### config.mk
export PLATFORM = sky130hd
export DESIGN_NAME = karatsuba_seq_10
export DESIGN_NICKNAME = d
export VERILOG_FILES = /design/src/rtl/karatsuba_seq_10.sv
export SDC_FILE = /design/constraint.sdc
export NUM_CORES = 1
export LEC_CHECK = 0
export CORE_ASPECT_RATIO = 1.5
export CORE_MARGIN = 10
export CORE_UTILIZATION = 30
export CTS_CLUSTER_SIZE = 24
export DETAILED_ROUTE_END_ITERATION = 10
export GPL_ROUTABILITY_DRIVEN = 0
export HOLD_SLACK_MARGIN = 0.1
export PLACE_DENSITY_LB_ADDON = 0.3
export SYNTH_ARGS = -nofsm -noshare
export SYNTH_HDL_FRONTEND = slang
export SYNTH_SLANG_ARGS = --single-unit
### constraint.sdc
create_clock -name clk -period 2.2 [get_ports clk]
set_input_delay 0.55 -clock clk [delete_from_list [all_inputs] [get_ports clk]]
set_output_delay 0.55 -clock clk [all_outputs]
set_load 0.03 [all_outputs]
### src/rtl/karatsuba_seq_10.sv
// Sequential 10x10 carry-less (GF(2) polynomial) multiplier.
// A single 5x5 carry-less Karatsuba core is time-multiplexed over three cycles
// (low, high, middle partial products), then the 19-bit product is held in DONE
// until the consumer takes it.

// 5x5 carry-less Karatsuba multiplier, purely combinational, 9-bit result.
// Operands split as 3 low bits / 2 high bits; 3x3 carry-less products are built
// by shift-and-XOR.
module clmul_kara_5x5 (
    input  logic [4:0] a,
    input  logic [4:0] b,
    output logic [8:0] p
);

    // 3x3 carry-less product, degree <= 4.
    function automatic logic [4:0] clmul3(input logic [2:0] x, input logic [2:0] y);
        logic [4:0] acc;
        acc = '0;
        for (int i = 0; i < 3; i++) begin
            if (y[i]) begin
                acc = acc ^ ({2'b00, x} << i);
            end
        end
        return acc;
    endfunction

    logic [2:0] a_lo, b_lo;
    logic [2:0] a_hi, b_hi;
    logic [2:0] a_sum, b_sum;
    logic [4:0] q0, q1, q2;
    logic [4:0] q_mid;

    assign a_lo  = a[2:0];
    assign b_lo  = b[2:0];
    assign a_hi  = {1'b0, a[4:3]};
    assign b_hi  = {1'b0, b[4:3]};
    assign a_sum = a_lo ^ a_hi;
    assign b_sum = b_lo ^ b_hi;

    // Three sub-products and recombination; every addition is an XOR.
    always_comb begin
        q0    = clmul3(a_lo, b_lo);
        q2    = clmul3(a_hi, b_hi);
        q1    = clmul3(a_sum, b_sum);
        q_mid = q1 ^ q0 ^ q2;
        p     = ({4'b0000, q2} << 6) ^ ({4'b0000, q_mid} << 3) ^ {4'b0000, q0};
    end

endmodule

// Top level: operand capture, FSM, partial-product registers and result.
module karatsuba_seq_10 (
    input  logic        clk,
    input  logic        rst_n,
    input  logic        in_valid,
    output logic        in_ready,
    input  logic [9:0]  a,
    input  logic [9:0]  b,
    output logic        out_valid,
    input  logic        out_ready,
    output logic [18:0] c
);

    localparam logic [2:0] StIdle   = 3'd0;
    localparam logic [2:0] StMulLo  = 3'd1;
    localparam logic [2:0] StMulHi  = 3'd2;
    localparam logic [2:0] StMulMid = 3'd3;
    localparam logic [2:0] StDone   = 3'd4;

    logic [2:0]  state_q, state_d;
    logic [4:0]  a_l_q, a_h_q, b_l_q, b_h_q;
    logic [8:0]  p0_q, p2_q;
    logic [18:0] c_q, c_d;

    logic [4:0]  mul_a, mul_b;
    logic [8:0]  mul_p;
    logic [8:0]  mid;
    logic        accept;

    // Handshake outputs depend on state only.
    assign in_ready  = (state_q == StIdle);
    assign out_valid = (state_q == StDone);
    assign c         = c_q;
    assign accept    = in_ready && in_valid;

    clmul_kara_5x5 u_mul (
        .a (mul_a),
        .b (mul_b),
        .p (mul_p)
    );

    // Steer the shared multiplier according to the current phase.
    always_comb begin
        mul_a = a_l_q;
        mul_b = b_l_q;
        case (state_q)
            StMulHi: begin
                mul_a = a_h_q;
                mul_b = b_h_q;
            end
            StMulMid: begin
                mul_a = a_h_q ^ a_l_q;
                mul_b = b_h_q ^ b_l_q;
            end
            default: begin
                mul_a = a_l_q;
                mul_b = b_l_q;
            end
        endcase
    end

    // Final recombination uses the live middle product during MUL_MID.
    always_comb begin
        mid = mul_p ^ p0_q ^ p2_q;
        c_d = ({10'd0, p2_q} << 10) ^ ({10'd0, mid} << 5) ^ {10'd0, p0_q};
    end

    // Next-state logic.
    always_comb begin
        state_d = state_q;
        case (state_q)
            StIdle:   if (in_valid) state_d = StMulLo;
            StMulLo:  state_d = StMulHi;
            StMulHi:  state_d = StMulMid;
            StMulMid: state_d = StDone;
            StDone:   if (out_ready) state_d = StIdle;
            default:  state_d = StIdle;
        endcase
    end

    // State, operand capture, partial products and result; reset wins over handshakes.
    always_ff @(posedge clk) begin
        if (!rst_n) begin
            state_q <= StIdle;
            a_l_q   <= '0;
            a_h_q   <= '0;
            b_l_q   <= '0;
            b_h_q   <= '0;
            p0_q    <= '0;
            p2_q    <= '0;
            c_q     <= '0;
        end else begin
            state_q <= state_d;
            if (accept) begin
                a_l_q <= a[4:0];
                a_h_q <= a[9:5];
                b_l_q <= b[4:0];
                b_h_q <= b[9:5];
            end
            if (state_q == StMulLo) begin
                p0_q <= mul_p;
            end
            if (state_q == StMulHi) begin
                p2_q <= mul_p;
            end
            if (state_q == StMulMid) begin
                c_q <= c_d;
            end
        end
    end

endmodule

Word level (Yosys, flattened, before mapping)

Cells that the tools add are included.

Word-level logic and storage cells: 47
Bits of input ports: 24
Output and inout bits: 21
Register bits: 60

Equality and inequality tests: 6
Reductions and logical operators: 3
Multiplexer cells: 13
Bitwise gates (word level): 17

Operators with widths:

| cell                                           | number |
|---|---|
| XOR 5 bit                                      | 6 |
| 2-to-1 mux 5 bit                               | 5 |
| case mux 5 bit (2 select lines)                | 2 |
| XOR 19 x 14 -> 19 bit                          | 1 |
| XOR 19 x 9 -> 19 bit                           | 1 |
| XOR 9 bit                                      | 2 |
| case mux 3 bit (5 select lines)                | 1 |
| 2-to-1 mux 3 bit                               | 4 |
| XOR 5 x 4 -> 5 bit                             | 2 |
| XOR 9 x 5 -> 9 bit                             | 1 |
| XOR 9 x 8 -> 9 bit                             | 1 |
| == test 3 x 2 -> 1 bit (second input constant) | 2 |
| XOR 3 x 2 -> 3 bit                             | 2 |
| XOR 5 x 3 -> 5 bit                             | 1 |
| == test 3 x 1 -> 1 bit (second input constant) | 1 |
| == test 3 bit (second input constant)          | 1 |
| zero test 3 bit                                | 1 |
| 2-to-1 mux 2 bit                               | 1 |
| != test 2 x 1 -> 1 bit (second input constant) | 1 |
| != test 2 bit (second input constant)          | 1 |
| AND reduction 2 bit                            | 1 |
| logical AND 1 bit                              | 1 |

Longest topological paths before layout

Word-level depth: 16
Depth in mapped cells: 11
Depth with buffers taken out: 9

Hierarchy

From an unflattened synthesis, not the netlist that was laid out.

Cells, all modules: 361
Area total of the unflattened synthesis: 3,083.0 um^2

By module, submodules not included:

| module           | area each (um^2) | cells an instance | times used | sequential area each (um^2) |
|---|---|---|---|---|
| karatsuba_seq_10 | 2,763.9          | 313               | 1          | 1,201.2 |
| clmul_kara_5x5   | 319.1            | 48                | 1          | 0.0 |

Worst setup path before layout

No wires, ideal clock.

Path kind: register to register
From: reg state_q[2]
To: reg c_q[10] (netlist: c[10])
Setup slack: -0.049 ns
Clock period less this slack: 2.249 ns
Cell stages (with the launch flop): 11
Library setup time: 0.132 ns
Arrival: 2.116 ns
Data required time: 2.068 ns
Buffers on the path: 2
Cell sequence: dfxtp_1 > and2b_1 > buf_4 > buf_2 > a21oi_2 > nand2_1 > xnor2_1 > xnor2_1 > xnor3_1 > xnor2_1 > a21oi_1

Longest elaborated chain between the ends: 16
Elaborated cells between the ends (all ways): 26
Those cells by class: 2 x eq/ne; 9 x mux; 15 x bitwise

Ends and longest elaborated chain:

| what                                      | line    | RTL |
|---|---|---|
| start: declaration                        | 70      | `logic [2:0] state_q, state_d;` |
| start signal: assignment                  | 134     | `state_q <= StIdle;` |
| start signal: assignment                  | 143     | `state_q <= state_d;` |
| == test 3 x 2 -> 1 bit (on tied branches) | 96, 156 |  |
| case mux 5 bit (2 select lines)           | 96      | `case (state_q)` |
| XOR 3 x 2 -> 3 bit (on tied branches)     | 37, 38  |  |
| 2-to-1 mux 3 bit                          | 20      | `if (y[i]) begin` |
| XOR 5 x 4 -> 5 bit                        | 21      | `acc = acc ^ ({2'b00, x} << i);` |
| 2-to-1 mux 5 bit                          | 20      |  |
| XOR 5 bit                                 | 21      |  |
| 2-to-1 mux 5 bit                          | 20      |  |
| XOR 5 bit (2 in series)                   | 45      | `q_mid = q1 ^ q0 ^ q2;` |
| XOR 9 x 8 -> 9 bit                        | 46      | `p = ({4'b0000, q2} << 6) ^ ({4'b0000, q_mid} << 3) ^ {4'b0000, q0};` |
| XOR 9 x 5 -> 9 bit                        | 46      |  |
| XOR 9 bit (2 in series)                   | 114     | `mid = mul_p ^ p0_q ^ p2_q;` |
| XOR 19 x 14 -> 19 bit                     | 115     | `c_d = ({10'd0, p2_q} << 10) ^ ({10'd0, mid} << 5) ^ {10'd0, p0_q};` |
| XOR 19 x 9 -> 19 bit                      | 115     |  |
| end signal: assignment                    | 141     | `c_q <= '0;` |
| end signal: assignment                    | 157     | `c_q <= c_d;` |
| end: declaration                          | 73      | `logic [18:0] c_q, c_d;` |

Parallel ways exist; a longest one is shown, timed or not.
A chain may end at the register's enable or synchronous reset.

Final worst setup path

Same ends and word-level chain as after synthesis.

==> run metrics <==
DRT Wirelength=approximately 7000 µm; endpoints failing hold=0; fraction of layout cells with a size suffix above 1=between 10% and 20%; Data required, critical path=approximately 2400 ps; Die Y=about 140 µm; final core utilization=43.0%; vias in the first global route=~2600; Final setup viols=0; post-synth top area share=40.4%; type of element capturing the critical path=register; clock-pin transition on the worst setup and hold timing paths=around 50 ps; via count=~2600; residual DRC count=0; share of the yosys chip area belonging to registers=just over 40%; post-synthesis register bit count=60; VDD IR max=between 0.0003 and 0.0004 V; Post-DRT Antenna Nets=0; Synth Instances=approximately 370; first-pass GRT wire length=~12000 µm; GRT Resource Usage Total=10.1%; Slew Limit Headroom=59.1%; CP Capture Point=c[10]$_SDFFE_PN0N_; pin count of the biggest net entering global routing=62; CTS Root Cell=clkbuf_16; final HPWL from detailed placement=5110 µm; HP Start=c[17]$_SDFFE_PN0N_; via/cell ratio=4.64; DR WL/cell=12.6 µm; Max Clk Rate=459 MHz; dominant cell type by area after synthesis=dfxtp_1; Max Slew Vio Count=0; TritonRoute pass-1 iters=4; syn_nets=around 390; post-route setup slack=between 20 and 25 ps; period utilisation layout=99.0%; H-Tree Depth=3; Async S/R FF share, synth=0%; most common cell in the netlist=nand2_1; status=finished, final reports clean; Area Overhead vs Synth=40.1%; register-to-register setup slack=about 22 ps; TritonCTS clock tree=done; Startpoint Class=register; initial antenna violation count=0; # diodes=0; r2r endpoint=c[10]$_SDFFE_PN0N_; Initial DRC Count=approximately 120; minimum clock period=between 2000 and 2500 ps; unrepaired setup endpoints after global routing=yes; synth warn=0; pre-CTS WS=-83.8 ps; FP Rows=44; Synth Flop Type=dfxtp_1; Syn Std Cell Area=a little under 0.003 mm²; CTS Buf Count=9; Crit path arrival time=roughly 2400 ps; main area contributors after synthesis=dfxtp_1 (40%), nand2_1 (14%), a21boi_0 (9.3%); Hold WS=about 460 ps; global route total overflow=0; Placeable Area=0.00969 mm²; number of synthesized flops with an enable pin=0; Starting Density=a little under a third; # IOs=45; nets=~460; number of fillers in the final layout=approximately 970; # Max-Cap Violations=0; Die W=around 100 µm; Mean Syn Cell Area=between 8 and 9 µm²; CP Max Fanout=5; Power Total=about 3.2 mW; leak pwr=approximately 1.7 nW; PortBufs=44; Crit. Startpoint=state_q[2]$_SDFFE_PN0P_; Post-Route Skew=4.71 ps; clock sink count=60; worst-margin pin slew=slightly above 600 ps; most frequent cells after synthesis=nand2_1 (112), dfxtp_1 (60), a21boi_0 (37); worst r2r src=state_q[2]$_SDFFE_PN0P_; worst hold path type=register to register; critical path type=register to register; clk buf depth=2; pwr/cell area=approximately 780 mW/mm²; Worst-Skew Late Latency=330 ps; path depth of the worst reg2reg path=9; TNS Setup=0 ps; die area=roughly 0.014 mm²; # hold bufs at CTS=0; Synth cell types=33
layer usage:
metal  vias up  GRT usage (%)  wire (µm)
met5         -              0          0
met4         0           6.55        208
met3        17           2.14        300
met2        50           17.9       3660
met1      1153           10.3       2820
li1       1351              -          -
worst min-delay path by stage:
stage / endpoint / slack, ps / cells after the start
after global placement: c[16]$_SDFFE_PN0N_ / 450 / 2
after floorplan: p0_q[5]$_SDFFE_PN0P_ / 450 / 2
after CTS: c[17]$_SDFFE_PN0N_ / 460 / 2
final: c[17]$_SDFFE_PN0N_ / 460 / 2
after global routing: c[17]$_SDFFE_PN0N_ / 480 / 2
after detailed placement: c[17]$_SDFFE_PN0N_ / 460 / 2
cells by family (layout without fill, tap and decap cells):
family	count (synthesis)	count (layout)	share of synthesized area [%]
XOR/XNOR	41	41	12.8
buffers and inverters	25	97	3.74
AO/OA/AOI/OAI	88	88	21.2
flip-flops	60	60	40.4
AND/OR/NAND/NOR	153	153	21.9
placed cells by master, fill, tap and decap left out, types with 3 or more instances in the layout:
cell,netlist,routed
a21boi_0,37,35
nor2b_1,3,3
nor2_1,6,6
clkbuf_16,0,10
a21oi_1,14,12
clkdlybuf4s50_1,0,42
nand2_1,112,111
a21oi_2,7,7
nand2b_1,3,3
clkbuf_8,0,3
and2_1,7,7
buf_4,1,34
nand3_1,12,12
o21ai_0,14,12
nor3_1,3,3
xnor2_2,1,8
dfxtp_1,60,57
xnor2_1,29,22
o211a_1,11,11
xor2_1,10,10
dfxtp_2,0,3
stage by stage:
step                std cells  cell area, µm²
floorplan                 367            3000
global placement          532            3720
detailed placement        532            3720
CTS                       550            4070
global route              554            4170
finish                    554            4170
report_power, final:
part	internal, mW	total, mW	switching, mW
Clock	0.962	1.42	0.462
Combinational	0.304	0.606	0.303
Sequential	1.15	1.20	0.0509
final cells by class:
type	instances	area (µm²)	share of cell area, %
clock buffers	14	274	6.57
repair buffers	81	763	18.3
multi-input cells	282	1750	41.9
inverters	1	3.75	0.0901
clock inverters	1	30.0	0.721
well taps	115	144	3.45
flip-flops and latches	60	1200	28.9
registers in the layout, indices dropped and copies added, names as in the netlist:
register / flops
a_l_q: 5
c: 19
state_q: 3
p0_q: 9
b_l_q: 5
a_h_q: 5
p2_q: 9
b_h_q: 5
critical path, stage by stage, from the launching register on:
cell	delay, ps
dfxtp_2	310
and2b_4	290
o21ai_0	90
a32o_1	220
buf_4	160
and3b_1	170
a21oi_1	120
xnor3_1	470
xnor2_1	160
a21oi_1	80
what timing repair did:
action / CTS / global route
buffers inserted: 3 / 3
gates cloned: 0 / 1
pin swaps: 2 / 9
resized for setup: 6 / 13
endpoints found under the setup margin: 8 / 16
No activity file was read; power rests on OpenSTA's default activity.
